--- src/rtl/divider_arbiter.sv ---
`default_nettype none
// ---------------------------------------------------------------------------
// divider_arbiter : round-robin front end sharing one divider among requesters
// Optional: DIV_ZERO_BYPASS_EN completes zero-divisor jobs without the divider
// Revision: 1.0
// ---------------------------------------------------------------------------
module divider_arbiter #(
  parameter int WIDTH   = 8,
  parameter int NUM_REQ = 4,
  parameter int PTR_W   = 2
) (
  input  logic                     clk,
  input  logic                     reset,
  input  logic [NUM_REQ-1:0]       req,
  input  logic [NUM_REQ-1:0]       req_sign,
  input  logic [NUM_REQ*WIDTH-1:0] req_dividend,
  input  logic [NUM_REQ*WIDTH-1:0] req_divisor,
  output logic [NUM_REQ-1:0]       grant,
  output logic [NUM_REQ-1:0]       done,
  output logic [WIDTH-1:0]         result_quotient,
  output logic [WIDTH-1:0]         result_remainder,
  output logic                     div_zero,
  output logic                     busy,
  output logic                     div_start,
  output logic                     div_sign,
  output logic [WIDTH-1:0]         div_dividend,
  output logic [WIDTH-1:0]         div_divisor,
  input  logic [WIDTH-1:0]         div_quotient,
  input  logic [WIDTH-1:0]         div_remainder,
  input  logic                     div_ready
);

  typedef enum logic [1:0] {
    S_IDLE  = 2'd0,
    S_ISSUE = 2'd1,
    S_WAIT  = 2'd2,
    S_DONE  = 2'd3
  } state_t;

  state_t               state_q;
  logic [PTR_W-1:0]     rr_ptr_q;
  logic [PTR_W-1:0]     owner_q;
  logic [NUM_REQ-1:0]   grant_q;
  logic [NUM_REQ-1:0]   done_q;
  logic [WIDTH-1:0]     quot_q;
  logic [WIDTH-1:0]     rem_q;
  logic                 busy_q;
  logic                 start_q;
  logic                 sign_q;
  logic [WIDTH-1:0]     dvd_q;
  logic [WIDTH-1:0]     dvs_q;

  logic [PTR_W-1:0]     sel_d;
  logic                 any_req;
  logic [WIDTH-1:0]     sel_dvd;
  logic [WIDTH-1:0]     sel_dvs;
  logic [NUM_REQ-1:0]   sel_onehot;
  logic [NUM_REQ-1:0]   owner_onehot;
  logic [PTR_W-1:0]     rr_ptr_d;

  // Scan from the highest offset down so the nearest requester at/after rr_ptr wins.
  always_comb begin
    sel_d   = '0;
    any_req = 1'b0;
    for (int k = NUM_REQ - 1; k >= 0; k--) begin
      logic [PTR_W-1:0] idx;
      idx = PTR_W'((int'(rr_ptr_q) + k) % NUM_REQ);
      if (req[idx]) begin
        sel_d   = idx;
        any_req = 1'b1;
      end
    end
  end

  assign sel_dvd      = req_dividend[int'(sel_d)*WIDTH +: WIDTH];
  assign sel_dvs      = req_divisor[int'(sel_d)*WIDTH +: WIDTH];
  assign sel_onehot   = {{(NUM_REQ-1){1'b0}}, 1'b1} << sel_d;
  assign owner_onehot = {{(NUM_REQ-1){1'b0}}, 1'b1} << owner_q;
  assign rr_ptr_d     = (owner_q == PTR_W'(NUM_REQ - 1)) ? '0 : owner_q + 1'b1;

`ifdef DIV_ZERO_BYPASS_EN
  logic bypass_q;
  logic zero_q;
  assign div_zero = zero_q;
`else
  assign div_zero = 1'b0;
`endif

  always_ff @(posedge clk or posedge reset) begin
    if (reset) begin
      state_q  <= S_IDLE;
      rr_ptr_q <= '0;
      owner_q  <= '0;
      grant_q  <= '0;
      done_q   <= '0;
      quot_q   <= '0;
      rem_q    <= '0;
      busy_q   <= 1'b0;
      start_q  <= 1'b0;
      sign_q   <= 1'b0;
      dvd_q    <= '0;
      dvs_q    <= '0;
`ifdef DIV_ZERO_BYPASS_EN
      bypass_q <= 1'b0;
      zero_q   <= 1'b0;
`endif
    end else begin
      grant_q <= '0;
      done_q  <= '0;
      start_q <= 1'b0;
`ifdef DIV_ZERO_BYPASS_EN
      zero_q  <= 1'b0;
`endif
      case (state_q)
        S_IDLE: begin
          if (any_req) begin
            owner_q <= sel_d;
            grant_q <= sel_onehot;
            dvd_q   <= sel_dvd;
            dvs_q   <= sel_dvs;
            sign_q  <= req_sign[sel_d];
            busy_q  <= 1'b1;
            state_q <= S_ISSUE;
`ifdef DIV_ZERO_BYPASS_EN
            bypass_q <= (sel_dvs == '0);
            start_q  <= (sel_dvs != '0);
`else
            start_q  <= 1'b1;
`endif
          end
        end
        S_ISSUE: begin
`ifdef DIV_ZERO_BYPASS_EN
          // A zero-divisor job never reaches the divider; its result is synthesized here.
          if (bypass_q) begin
            quot_q  <= '1;
            rem_q   <= dvd_q;
            zero_q  <= 1'b1;
            done_q  <= owner_onehot;
            state_q <= S_DONE;
          end else begin
            state_q <= S_WAIT;
          end
`else
          state_q <= S_WAIT;
`endif
        end
        S_WAIT: begin
          if (div_ready) begin
            quot_q  <= div_quotient;
            rem_q   <= div_remainder;
            done_q  <= owner_onehot;
            state_q <= S_DONE;
          end
        end
        S_DONE: begin
          rr_ptr_q <= rr_ptr_d;
          busy_q   <= 1'b0;
          state_q  <= S_IDLE;
        end
        default: state_q <= S_IDLE;
      endcase
    end
  end

  assign grant            = grant_q;
  assign done             = done_q;
  assign result_quotient  = quot_q;
  assign result_remainder = rem_q;
  assign busy             = busy_q;
  assign div_start        = start_q;
  assign div_sign         = sign_q;
  assign div_dividend     = dvd_q;
  assign div_divisor      = dvs_q;

endmodule
`default_nettype wire

--- config.mk ---
export PLATFORM = sky130hd
export DESIGN_NAME = divider_arbiter
export DESIGN_NICKNAME = d
export VERILOG_FILES = /design/src/rtl/divider_arbiter.sv
export SDC_FILE = /design/constraint.sdc
export NUM_CORES = 1
export LEC_CHECK = 0
export BUFFER_PORTS_ARGS = -buffer_cell sky130_fd_sc_hd__buf_2
export CAP_MARGIN = 30
export CORE_MARGIN = 2
export CORE_UTILIZATION = 28
export DETAILED_ROUTE_END_ITERATION = 7
export GPL_ROUTABILITY_DRIVEN = 0
export PLACE_DENSITY = 0.61
export SYNTH_ARGS = -nofsm -noshare
export SYNTH_HDL_FRONTEND = slang
export SYNTH_SLANG_ARGS = --single-unit
--- constraint.sdc ---
create_clock -name clk -period 2.83 [get_ports clk]
set_clock_uncertainty 0.2 [all_clocks]
set_input_delay 0.4245 -clock clk [delete_from_list [all_inputs] [get_ports clk]]
set_output_delay 0.4245 -clock clk [all_outputs]
set_load 0.03 [all_outputs]
==> results by group <==
CTS
  • CTS Root Buffer Type: clkbuf_8
  • Setup Fix Bufs, Post-CTS: 0
  • Clock Tree Buf Depth: 2
  • Cts repair resizes: 0
  • Clock Latency Late Sink: 300 ps
  • Clock sinks: 49
  • Cts bufs inserted: 5
  • H-tree depth: 2
  • Hold_buf cts: 0
  • CTS tree: built
  • Clk pin slew, worst setup/hold paths: 90 ps

Cells and area
  • Fraction of layout cells with a size suffix above 1: 50.6%
  • Fill count: 809
  • Fin nets: 431
  • Most common cell after layout, fill and taps aside: buf_2
  • Area of the multi-input gates: 1080 um2
  • Area Overhead vs Synth: 36.3%
  • Commonest cells after routing, fill and taps aside: 133 x buf_2, 49 x dfrtp_1, 34 x mux2i_1
  • Register area: 1230 um2
  • Finished Cell Area: 3290 um2
  • Antenna diodes: 0

Setup path
  • CP Max Fanout: 16
  • CP max stage delay: 540 ps
  • Crit-path leading delay family: simple AND/OR/NAND/NOR gates
  • Crit path max-delay cell type: nand2_1
  • Crit path from: state_q[0]$_DFFE_PP0P_
  • CP endpoint kind: flop
  • FF-to-FF Start: state_q[0]$_DFFE_PP0P_
  • CP Data Arrival Time: 2000 ps
  • Setup CP Type: reg -> reg
  • WP buf/inv: 1
  • Startpoint Class: flop
  • Cell chain of the critical path: inv_1, ha_1, nand2_1, mux2_2
  • Req. time, crit path: 2820 ps

Synthesis
  • Post-synthesis register bit count: 49
  • Sequential fraction of the synthesis area: 50.9%
  • Average size of a mapped cell: 12.2 um2
  • Mapped Cells: 198
  • Yosys top cell area share: 50.9%
  • Ranking of synthesized cells by area: dfrtp_1 51%, mux2i_1 14%, mux2_2 7.9%
  • Synthesized Nets: 297
  • Yosys top cell by area: dfrtp_1
  • Cell variety after synth: 30
  • Post-Syn Area: 2410 um2
  • YS warnings: 0

Outcome
  • Outcome: finished, final reports clean

Timing
  • Slew HR: 53.3%
  • PnR worst setup slack: 815 ps
  • RSZ-0062 raised after global routing: false
  • Final Hold Fails: 0
  • FMAX: 496 MHz
  • Tcrit/Tclk final: 71.2%
  • Fin Setup TNS: 0 ps
  • Slew Limit Fails: 0
  • Period minus WS final: 2010 ps
  • Final setup fails: 0
  • Measured slew at the worst slew-check pin: 700 ps

Global routing
  • Vias in the first global route: 1975
  • First-pass GRT wire length: 9870 um
  • Met2 Use GR: 21.7%
  • Met3 GRT Util: 3.54%
  • Total congestion overflow: 0
  • GRT Max-Usage Layer: met2
  • Initial antenna violation count: 0
  • Met1 usage in global routing: 16.5%
  • Largest net degree at the start of global routing: 40
  • All-Layer GR Usage: 12.9%

Routing
  • DR DRC count: 0
  • 1st-iter DRT viols: 85
  • Via density: 4.63
  • Detail Route Antenna Nets: 0
  • WL/cell: 13.7 um
  • Vias: 2025
  • Pre-antenna DRT Iters: 4
  • Final WL: 5970 um

Worst hold path
  • Hold Crit Class: in -> async

Pwr
  • Power density cells: 1110 nW/um2
  • VDD IR max: 0.000364 V
  • Leakage: 1.79 nW

Floorplanning
  • Die ar.: 9370 um2
  • FP Rows: 33
  • Initial Util: 29.1%
  • Core area: 8300 um2
  • Die width: 96.8 um
  • Chip height: 96.8 um
  • Top Ports: 135

Place
  • HPWL Detailed: 4570 um
  • Worst slack, placed: 710 ps
  • IO buf count: 133
  • Cell Area, Placed: 3180 um2

Flow run
  • Max-cap violations: 0
==> where the power goes <==
group / internal [mW] / leakage [nW] / switching [mW]
clock network: 0.257 / 0.0540 / 0.231
registers: 1.02 / 0.606 / 0.165
logic: 0.724 / 1.13 / 1.24
total: 2.00 / 1.79 / 1.64
==> cell type report <==
class | instances | area share [%]
Multi-Input combinational cell | 130 | 33.0
Timing Repair Buffer | 137 | 21.5
Tap cell | 105 | 4.00
Clock inverter | 2 | 1.07
Clock buffer | 5 | 2.09
Inverter | 9 | 1.03
Sequential cell | 49 | 37.3
==> state kept, by name, summed over array words and instances (netlist names) <==
register and cells:
result_remainder 8, grant 4, result_quotient 8, div_sign 1, busy 1, div_start 1
owner_q 2, div_dividend 8, done 4, div_divisor 8, state_q 2, rr_ptr_q 2
==> cells by family (layout without fill, tap and decap cells) <==
logic type,count (synthesis),count (layout),share of synthesized area [%]
other cells,1,1,0.156
buf+inv,19,153,4.57
flops,49,49,50.9
simple gates,38,38,7.58
mux,51,51,22.1
compound gates,32,32,10.6
fa+ha+maj,8,8,4.15
==> Yosys cell counts, drive strengths merged <==
| cell | instances |
|---|---|
| nand2b | 2 |
| o32a | 2 |
| o22ai | 1 |
| nand2 | 23 |
| dfrtp | 49 |
| a21boi | 1 |
| nor2b | 2 |
| nor3 | 2 |
| o32ai | 1 |
| nor4 | 1 |
| and3 | 6 |
| a21oi | 3 |
| conb | 1 |
| o21ai | 6 |
| mux2 | 17 |
| mux2i | 34 |
| o221ai | 17 |
| or2 | 1 |
| inv | 9 |
| ha | 8 |
| o211ai | 1 |
| buf | 8 |
| clkbuf | 2 |
| and2 | 1 |
==> final timing paths <==
check,endpoint,cells after the start,slack [ps]
min reg2reg,div_divisor[6]$_DFFE_PP0P_,2,290
max reg2reg,result_remainder[5]$_DFFE_PP0P_,4,820
max in group asynchronous,div_divisor[6]$_DFFE_PP0P_,3,1770
min in group clk,result_quotient[1]$_DFFE_PP0P_,2,150
min,result_remainder[7]$_DFFE_PP0P_,2,30
max,result_remainder[5]$_DFFE_PP0P_,4,820
==> through the flow <==
step | utilization (%) | hold slack [ps] | power (mW) | instances
after detailed placement | 38.4 | 268 | 3.19 | 430
after CTS | 39.6 | 58.4 | 3.69 | 437
after global routing | 39.6 | 81.2 | 3.89 | 437
after global placement | 38.4 | 266 | 3.15 | 430
after floorplan | - | 300 | 2.64 | 198
final | 39.6 | 27.2 | 3.64 | 437
==> metal layers <==
layer | up-vias | wire (um)
met5 | - | 0
met2 | 96 | 2840
met3 | 6 | 476
li1 | 978 | -
met1 | 945 | 2590
met4 | 0 | 59
No activity file was read; power rests on OpenSTA's default activity.
